<file path="config.mk">
export PLATFORM = sky130hd
export DESIGN_NAME = seq_gen_flat
export DESIGN_NICKNAME = d
export VERILOG_FILES = /design/src/rtl/seq_gen_if.sv /design/src/rtl/seq_gen.sv /design/src/flat_wrapper.sv
export SDC_FILE = /design/constraint.sdc
export NUM_CORES = 1
export LEC_CHECK = 0
export CAP_MARGIN = 20
export CORE_MARGIN = 2
export CORE_UTILIZATION = 50
export DETAILED_ROUTE_END_ITERATION = 8
export PLACE_DENSITY_LB_ADDON = 0.25
export SYNTH_ARGS = -nofsm -noshare
export SYNTH_HDL_FRONTEND = slang
export SYNTH_SLANG_ARGS = --single-unit
</file>
<file path="constraint.sdc">
create_clock -name clk1 -period 7.62 [get_ports clk1]
set_input_delay 1.524 -clock clk1 [delete_from_list [all_inputs] [get_ports clk1]]
set_output_delay 1.524 -clock clk1 [all_outputs]
set_load 0.005 [all_outputs]
</file>
<file path="src/rtl/seq_gen_if.sv">
// Control/status bundle between a pattern source and the seq_gen serial transmitter.
// The master drives the frame request; the slave (seq_gen) returns the serial line and status.
interface seq_gen_if #(
    parameter int PAT_W = 4,
    parameter int CNT_W = 8,
    parameter int GAP_W = 4
);
    logic             start;
    logic             abort;
    logic [PAT_W-1:0] pattern;
    logic [CNT_W-1:0] repeat_cnt;
    logic [GAP_W-1:0] gap;
    logic             o;
    logic             valid;
    logic             busy;
    logic             done;

    modport master (
        output start, abort, pattern, repeat_cnt, gap,
        input  o, valid, busy, done
    );

    modport slave (
        input  start, abort, pattern, repeat_cnt, gap,
        output o, valid, busy, done
    );
endinterface

</file>
<file path="src/rtl/seq_gen.sv">
// Serial bit-pattern transmitter: shifts a latched pattern out MSB-first, repeated
// repeat_cnt times with an optional idle gap between repetitions; outputs are registered.
module seq_gen #(
    parameter int PAT_W = 4,
    parameter int CNT_W = 8,
    parameter int GAP_W = 4
) (
    input  logic     clk1,
    input  logic     rst_n,
    seq_gen_if.slave bus
);
    localparam int IDX_W = (PAT_W > 1) ? $clog2(PAT_W) : 1;
    localparam logic [IDX_W-1:0] IDX_TOP = IDX_W'(PAT_W - 1);

    typedef enum logic [1:0] {
        ST_IDLE = 2'd0,
        ST_SEND = 2'd1,
        ST_GAP  = 2'd2,
        ST_DONE = 2'd3
    } state_t;

    state_t           state_q,     state_d;
    logic [PAT_W-1:0] shadow_q,    shadow_d;
    logic [IDX_W-1:0] bit_idx_q,   bit_idx_d;
    logic [CNT_W-1:0] reps_left_q, reps_left_d;
    logic [GAP_W-1:0] gap_len_q,   gap_len_d;
    logic [GAP_W-1:0] gap_cnt_q,   gap_cnt_d;
    logic             o_q,         o_d;
    logic             valid_q,     valid_d;
    logic             busy_q,      busy_d;
    logic             done_q,      done_d;

    // Next-state logic; outputs are derived from the next state so they register with it
    always_comb begin
        state_d     = state_q;
        shadow_d    = shadow_q;
        bit_idx_d   = bit_idx_q;
        reps_left_d = reps_left_q;
        gap_len_d   = gap_len_q;
        gap_cnt_d   = gap_cnt_q;

        case (state_q)
            ST_IDLE: begin
                if (bus.start && !bus.abort) begin
                    shadow_d    = bus.pattern;
                    gap_len_d   = bus.gap;
                    reps_left_d = bus.repeat_cnt;
                    bit_idx_d   = IDX_TOP;
                    gap_cnt_d   = {GAP_W{1'b0}};
                    if (bus.repeat_cnt != {CNT_W{1'b0}}) begin
                        state_d = ST_SEND;
                    end else begin
                        state_d = ST_DONE;
                    end
                end else begin
                    state_d = ST_IDLE;
                end
            end
            ST_SEND: begin
                if (bus.abort) begin
                    state_d = ST_IDLE;
                end else if (bit_idx_q != {IDX_W{1'b0}}) begin
                    bit_idx_d = bit_idx_q - IDX_W'(1);
                end else begin
                    // reps_left_q is at least 1 whenever SEND is entered, so this cannot wrap
                    reps_left_d = reps_left_q - CNT_W'(1);
                    if (reps_left_q == CNT_W'(1)) begin
                        state_d = ST_DONE;
                    end else if (gap_len_q != {GAP_W{1'b0}}) begin
                        state_d   = ST_GAP;
                        gap_cnt_d = gap_len_q;
                    end else begin
                        bit_idx_d = IDX_TOP;
                    end
                end
            end
            ST_GAP: begin
                if (bus.abort) begin
                    state_d = ST_IDLE;
                end else if (gap_cnt_q == GAP_W'(1)) begin
                    state_d   = ST_SEND;
                    bit_idx_d = IDX_TOP;
                    gap_cnt_d = {GAP_W{1'b0}};
                end else begin
                    gap_cnt_d = gap_cnt_q - GAP_W'(1);
                end
            end
            ST_DONE: begin
                state_d = ST_IDLE;
            end
            default: begin
                state_d = ST_IDLE;
            end
        endcase

        if (state_d == ST_SEND) begin
            o_d     = shadow_d[bit_idx_d];
            valid_d = 1'b1;
        end else begin
            o_d     = 1'b0;
            valid_d = 1'b0;
        end
        busy_d = (state_d == ST_SEND) || (state_d == ST_GAP);
        done_d = (state_d == ST_DONE);
    end

    // State, counters, shadow copies and registered outputs
    always_ff @(posedge clk1 or negedge rst_n) begin
        if (!rst_n) begin
            state_q     <= ST_IDLE;
            shadow_q    <= {PAT_W{1'b0}};
            bit_idx_q   <= {IDX_W{1'b0}};
            reps_left_q <= {CNT_W{1'b0}};
            gap_len_q   <= {GAP_W{1'b0}};
            gap_cnt_q   <= {GAP_W{1'b0}};
            o_q         <= 1'b0;
            valid_q     <= 1'b0;
            busy_q      <= 1'b0;
            done_q      <= 1'b0;
        end else begin
            state_q     <= state_d;
            shadow_q    <= shadow_d;
            bit_idx_q   <= bit_idx_d;
            reps_left_q <= reps_left_d;
            gap_len_q   <= gap_len_d;
            gap_cnt_q   <= gap_cnt_d;
            o_q         <= o_d;
            valid_q     <= valid_d;
            busy_q      <= busy_d;
            done_q      <= done_d;
        end
    end

    assign bus.o     = o_q;
    assign bus.valid = valid_q;
    assign bus.busy  = busy_q;
    assign bus.done  = done_q;
endmodule

</file>
<file path="src/flat_wrapper.sv">
// flat-port wrapper written by rule: the top's interface ports become plain ports
module seq_gen_flat 
#(
    parameter int PAT_W = 4,
    parameter int CNT_W = 8,
    parameter int GAP_W = 4
)
  (clk1, rst_n, bus_start, bus_abort, bus_pattern, bus_repeat_cnt, bus_gap, bus_o, bus_valid, bus_busy, bus_done);
  seq_gen_if #(.PAT_W(PAT_W), .CNT_W(CNT_W), .GAP_W(GAP_W)) bus_i ();
  input  logic clk1;
  input  logic rst_n;
  input wire logic [$bits(bus_i.start)-1:0] bus_start;
  input wire logic [$bits(bus_i.abort)-1:0] bus_abort;
  input wire logic [$bits(bus_i.pattern)-1:0] bus_pattern;
  input wire logic [$bits(bus_i.repeat_cnt)-1:0] bus_repeat_cnt;
  input wire logic [$bits(bus_i.gap)-1:0] bus_gap;
  output wire logic [$bits(bus_i.o)-1:0] bus_o;
  output wire logic [$bits(bus_i.valid)-1:0] bus_valid;
  output wire logic [$bits(bus_i.busy)-1:0] bus_busy;
  output wire logic [$bits(bus_i.done)-1:0] bus_done;
  assign bus_i.start = bus_start;
  assign bus_i.abort = bus_abort;
  assign bus_i.pattern = bus_pattern;
  assign bus_i.repeat_cnt = bus_repeat_cnt;
  assign bus_i.gap = bus_gap;
  assign bus_o = bus_i.o;
  assign bus_valid = bus_i.valid;
  assign bus_busy = bus_i.busy;
  assign bus_done = bus_i.done;
  seq_gen #(.PAT_W(PAT_W), .CNT_W(CNT_W), .GAP_W(GAP_W)) u_core (.clk1(clk1), .rst_n(rst_n), .bus(bus_i));
endmodule
</file>
# --- Yosys cells after proc, flatten, opt, wreduce, memory -nomap -nowiden ---
# Index checks and enable logic that the tools add are counted.
op_classes:
  addsub: 3
  n_lt_le_gt_ge: 1
  eq_ne: 14
  n_mux: 35
  n_reduce_logical: 12
op_table:
  columns: ["operator", "n"]
  rows:
  - ["4-bit 2-to-1 mux", 9]
  - ["2-bit 2-to-1 mux", 15]
  - ["8-bit 2-to-1 mux", 3]
  - ["8-bit one-hot mux with 2 select lines", 1]
  - ["4-bit one-hot mux with 3 select lines", 1]
  - ["2-bit == test, second input constant", 4]
  - ["8-bit by 1-bit == test with 1-bit output, second input constant", 1]
  - ["2-bit != test, second input constant", 4]
  - ["2-bit one-hot mux with 4 select lines", 1]
  - ["8-bit nonzero test", 1]
  - ["8-bit by 1-bit subtractor with 8-bit output, second input constant", 1]
  - ["7-bit AND reduction", 1]
  - ["2-bit one-hot mux with 3 select lines", 1]
  - ["2-bit by 1-bit == test with 1-bit output, second input constant", 2]
  - ["4-bit by 1-bit == test with 1-bit output, second input constant", 1]
  - ["2-bit by 1-bit != test with 1-bit output, second input constant", 2]
  - ["4-bit AND reduction", 1]
  - ["2-bit nonzero test", 2]
  - ["4-bit nonzero test", 1]
  - ["4-bit by 1-bit subtractor with 4-bit output, second input constant", 1]
  - ["2-bit by 3-bit < comparator with 1-bit output, second input constant", 1]
  - ["1-bit 2-to-1 mux", 3]
  - ["3-bit nonzero test", 1]
  - ["1-bit binary-select mux with 2-bit select", 1]
  - ["other kinds (6)", 6]
totals:
  register_bits: 28
  wordCells: 75

# --- Depth between registers and ports, before layout ---
logic_depth:
  word_depth: 9
  depth_mapped: 11
  ltp_nobuf: 11

# --- Worst setup path before layout ---
# OpenSTA, ideal clock, no wires.
synth_timing:
  path_kind: "input to register"
  startpoint: "input bus_abort"
  endpoint: "register u_core.o_q (netlist: u_core.bus.o)"
  setup_time_ns: 0.130
  arrival_time_ns: 2.762
  required_ns: 7.490
  slack_ns: 4.728
  cell_stages: 7
  path_cell_list: "nand3b_1 clkbuf_1 mux2_2 nor2_1 a21boi_0 o21a_1 o32ai_2"
synth_between:
  elab_chain_cells: 7
synth_rtl:
  columns: ["item", "line", "text"]
  rows:
  - ["from (decl)", "flat_wrapper.sv:13", "input wire logic [$bits(bus_i.abort)-1:0] bus_abort;"]
  - ["1-bit logical NOT", "seq_gen.sv:44", "if (bus.start && !bus.abort) begin"]
  - ["1-bit logical AND", "seq_gen.sv:44", null]
  - ["4-bit 2-to-1 mux", "seq_gen.sv:44", null]
  - ["4-bit 2-to-1 mux", "seq_gen.sv:42", "case (state_q)"]
  - ["net u_core.shadow_d[3]", "seq_gen.sv:23", "logic [PAT_W-1:0] shadow_q, shadow_d;"]
  - ["1-bit binary-select mux with 2-bit select", "seq_gen.sv:97", "o_d = shadow_d[bit_idx_d];"]
  - ["1-bit 2-to-1 mux (implied by the code)", "seq_gen.sv:97", null]
  - ["1-bit 2-to-1 mux", "seq_gen.sv:96", "if (state_d == ST_SEND) begin"]
  - ["net u_core.o_d", "seq_gen.sv:28", "logic o_q, o_d;"]
  - ["to (signal assigned)", "seq_gen.sv:116", "o_q <= 1'b0;"]
  - ["to (signal assigned)", "seq_gen.sv:127", "o_q <= o_d;"]
  - ["to (decl)", "seq_gen.sv:28", null]
# The timed path passes the listed nets, and every way through them passes these cells. The select of a mux whose other input is x is not followed.
# A chain may end at the register's enable or synchronous reset.

# --- Worst setup path after layout ---
layout_timing:
  startpoint: "input bus_abort"
  endpoint: "register u_core.o_q (netlist: u_core.bus.o)"
layout_between:
  elab_chain_cells: 7
layout_rtl:
  columns: ["item", "line"]
  rows:
  - ["1-bit logical NOT", "seq_gen.sv:44"]
  - ["1-bit logical AND", "seq_gen.sv:44"]
  - ["2-bit 2-to-1 mux / 4-bit 2-to-1 mux (equally long branches)", "seq_gen.sv:44"]
  - ["2-bit one-hot mux with 3 select lines / 4-bit 2-to-1 mux (equally long branches)", "seq_gen.sv:42"]
  - ["1-bit binary-select mux with 2-bit select", "seq_gen.sv:97"]
  - ["1-bit 2-to-1 mux (implied by the code)", "seq_gen.sv:97"]
  - ["1-bit 2-to-1 mux *", "seq_gen.sv:96"]
  - ["net u_core.o_d", "seq_gen.sv:28"]
# The timed path passes the listed nets; every way through them passes the cells marked *. The select of a mux whose other input is x is not followed.

==> flow_summary.json <==
{
  "io_buffer_count": 23,
  "avgSynthCellArea_um2": 9.64,
  "synth_compound_area_share_pct": 23.8,
  "ys_async_sr_fraction_pct": 100,
  "cp_slowest_cell": "or4_1",
  "yosys.cell_types.count": 42,
  "grt_max_degree": 35,
  "synth-xor-area-share_pct": 0.519,
  "fmax_mhz": 295,
  "die_h_um": 62.1,
  "dieWidth_um": 62.1,
  "layout_commonest_cell": "dfrtp_1",
  "dr_total_vias": 1406,
  "synth_top_family_by_area": "compound AO/OA/AOI/OAI gates",
  "synth_edf_count": 0,
  "dpl_cell_area_um2": 1960,
  "area_growth_pct": 19.0,
  "ant_nets": 0,
  "finalWirelength_um": 3600,
  "drcViolationCount": 0,
  "dp.final_hpwl_um": 2710,
  "track_usage_pct": 20.1,
  "synthFlopType": "dfrtp_1",
  "clk_latency_ns": 0.32,
  "cts_root_buf": "clkbuf_4",
  "netlist_instances": 175,
  "dr.pass1.iters": 4,
  "cts_sinks": 28,
  "n_fill_cell": 304,
  "p_switching_w": 0.000143,
  "ctsLongestPathBuffers": 2,
  "cp-end-kind": "flip-flop",
  "grt_pass1_wl_um": 6420,
  "cp_data_required_time_ns": 7.86,
  "drv_cap": 0,
  "p_clk_share_pct": 17.4,
  "cts_tree": "yes",
  "coreArea_um2": 3280,
  "ctsHoldBuffers": 0,
  "crit_arrival_ns": 3.63,
  "ir_worst_vdd_v": 0.000137,
  "tightest_slew_ns": 0.703,
  "cts_buffers": 3,
  "p_leak_nw": 0.810,
  "hold_viol_final": 0,
  "p_per_area_nw_per_um2": 208,
  "min_period_over_period_pct": 44.5,
  "core.rowCount": 21,
  "rsz0062_at_grt": "false",
  "n_antenna_cell": 0,
  "critPathMaxFanout": 10,
  "post_cts_resized": 0,
  "final.setup.tns_ns": 0,
  "ios": 24,
  "viasPerCell": 5.79,
  "p_seq_share_pct": 51.2,
  "clkTransAtPathRegs_ns": 0.15,
  "yosysSeqAreaShare_pct": 41.5,
  "setup_viol": 0,
  "final_max_slew_viol_count": 0,
  "die-area_um2": 3860,
  "antenna_found_initial": 0,
  "design_area_um2": 2010,
  "min_period_ns": 3.39,
  "gp_congestion": 0.854,
  "crit_path_start_kind": "input pin",
  "grt.overflow.total": 0,
  "synthMuxAreaShare_pct": 5.86,
  "fin_hold_ws_ns": 0.507,
  "path_class": "in2reg",
  "fin_skew_ns": 0.00432,
  "drive_above_1_share_pct": 11.2,
  "cpPeakStageDelay_ns": 0.52,
  "most-common-layout-cells": "dfrtp_1, clkdlybuf4s50_1, nor2_1",
  "yosysWarnings": 0,
  "hp-class": "reg2reg",
  "yosys.area_share.simple_pct": 16.5,
  "swShare_pct": 34.2,
  "intPower_w": 0.000275,
  "pwr-share-comb_pct": 31.4,
  "cts-htree-levels": 1,
  "status": "finished clean",
  "initial_core_util_pct": 51.4,
  "synth-seq-cells": 28,
  "netlist_area_um2": 1690,
  "post-cts-setup-buffers": 0,
  "synth_fp_nets": 205,
  "fin_nets": 228,
  "drt-initial-drc-count": 145,
  "synthAdderAreaFrac_pct": 7.41,
  "grt_pass1_vias": 1479,
  "path_cells": "clkdlybuf4s50_1 > nand3b_1 > o41ai_1 > a31oi_4 > or4_1 > o21a_1 > o32ai_2",
  "wire_per_inst_um": 14.8,
  "slew_headroom_pct": 52.7
}
[Yosys cell counts (all sizes together) (3+ instances only)]
| cell type | number | share of area [%] |
|---|---|---|
| or4 | 5 | 2.4 |
| nor2 | 16 | 3.6 |
| o41ai | 4 | 2.1 |
| nand2 | 14 | 3.1 |
| a21oi | 5 | 1.5 |
| nor3 | 5 | 1.5 |
| ha | 10 | 7.4 |
| nand2b | 3 | 1.1 |
| clkbuf | 7 | 1.6 |
| o21a | 3 | 1.3 |
| mux2 | 7 | 4.7 |
| o21ai | 15 | 4.7 |
| inv | 13 | 2.9 |
| dfrtp | 28 | 42 |
| a31oi | 5 | 3.1 |
| o22a | 7 | 3.6 |
[metrics by stage]
stage          total power (W)  worst slack, ns  util [%]  std cells
3_5_place_dp          0.000346             3.87      59.6        238
5_1_grt               0.000447             4.10      61.1        243
4_1_cts               0.000419             4.22      60.7        242
6_report              0.000417             4.23      61.1        243
2_1_floorplan         0.000300             4.73         -        175
3_3_place_gp          0.000338             3.94      59.6        238
[power by group through the flow]
stage                     combinational (W)  sequential (W)  clock (W)
after floorplan                   0.0000934        0.000206          0
after global placement             0.000125        0.000213          0
after detailed placement           0.000130        0.000216          0
after CTS                          0.000131        0.000213  0.0000760
after global routing               0.000148        0.000218  0.0000815
final                              0.000131        0.000214  0.0000725
[flip-flops by register name, indices dropped and copies added (netlist names)]
| signal | cells |
|---|---|
| u_core.shadow_q | 4 |
| u_core.gap_len_q | 4 |
| u_core.state_q | 2 |
| u_core.bit_idx_q | 2 |
| u_core.bus.valid | 1 |
| u_core.bus.busy | 1 |
| u_core.bus.o | 1 |
| u_core.bus.done | 1 |
| u_core.gap_cnt_q | 4 |
| u_core.reps_left_q | 8 |
[layout make-up]
type / count / area [um2] / share of cell area, %
Multi-Input combinational cell: 127 / 912 / 45.4
Sequential cell: 28 / 701 / 34.9
Timing Repair Buffer: 25 / 253 / 12.6
Clock buffer: 4 / 36.3 / 1.81
Tap cell: 46 / 57.6 / 2.87
Inverter: 13 / 48.8 / 2.43
[final timing paths]
check                                 startpoint                  end  slack, ns  cells past startpoint
min in group asynchronous                  rst_n  u_core.gap_cnt_q[0]       1.56                      2
max reg2reg                u_core.reps_left_q[3]         u_core.bus.o       4.74                      9
min reg2reg                   u_core.shadow_q[1]   u_core.shadow_q[1]       0.51                      2
max                                    bus_abort         u_core.bus.o       4.23                      7
min                           u_core.shadow_q[1]   u_core.shadow_q[1]       0.51                      2
max in group asynchronous                  rst_n    u_core.state_q[0]       5.80                      2
[kinds of logic (layout without fill, tap and decap cells)]
kind of cell	after synthesis	in the layout
simple gates	54	54
buf+inv	20	42
compound gates	53	53
flops	28	28
xor+xnor	1	1
mux	9	9
fa+ha+maj	10	10
[critical path, delay by kind of cell]
family,cells,cell delay (ns)
compound gates,4,0.56
buf+inv,1,0.50
simple gates,2,1.02
[layer usage]
metal	GRT usage (%)	routed length, um	vias to the layer above
met5	0	0	-
met4	5.00	23	0
met3	2.72	112	2
met2	37.9	1910	28
met1	24.2	1550	691
li1	-	-	685
Power figures use the tool's default switching activity.
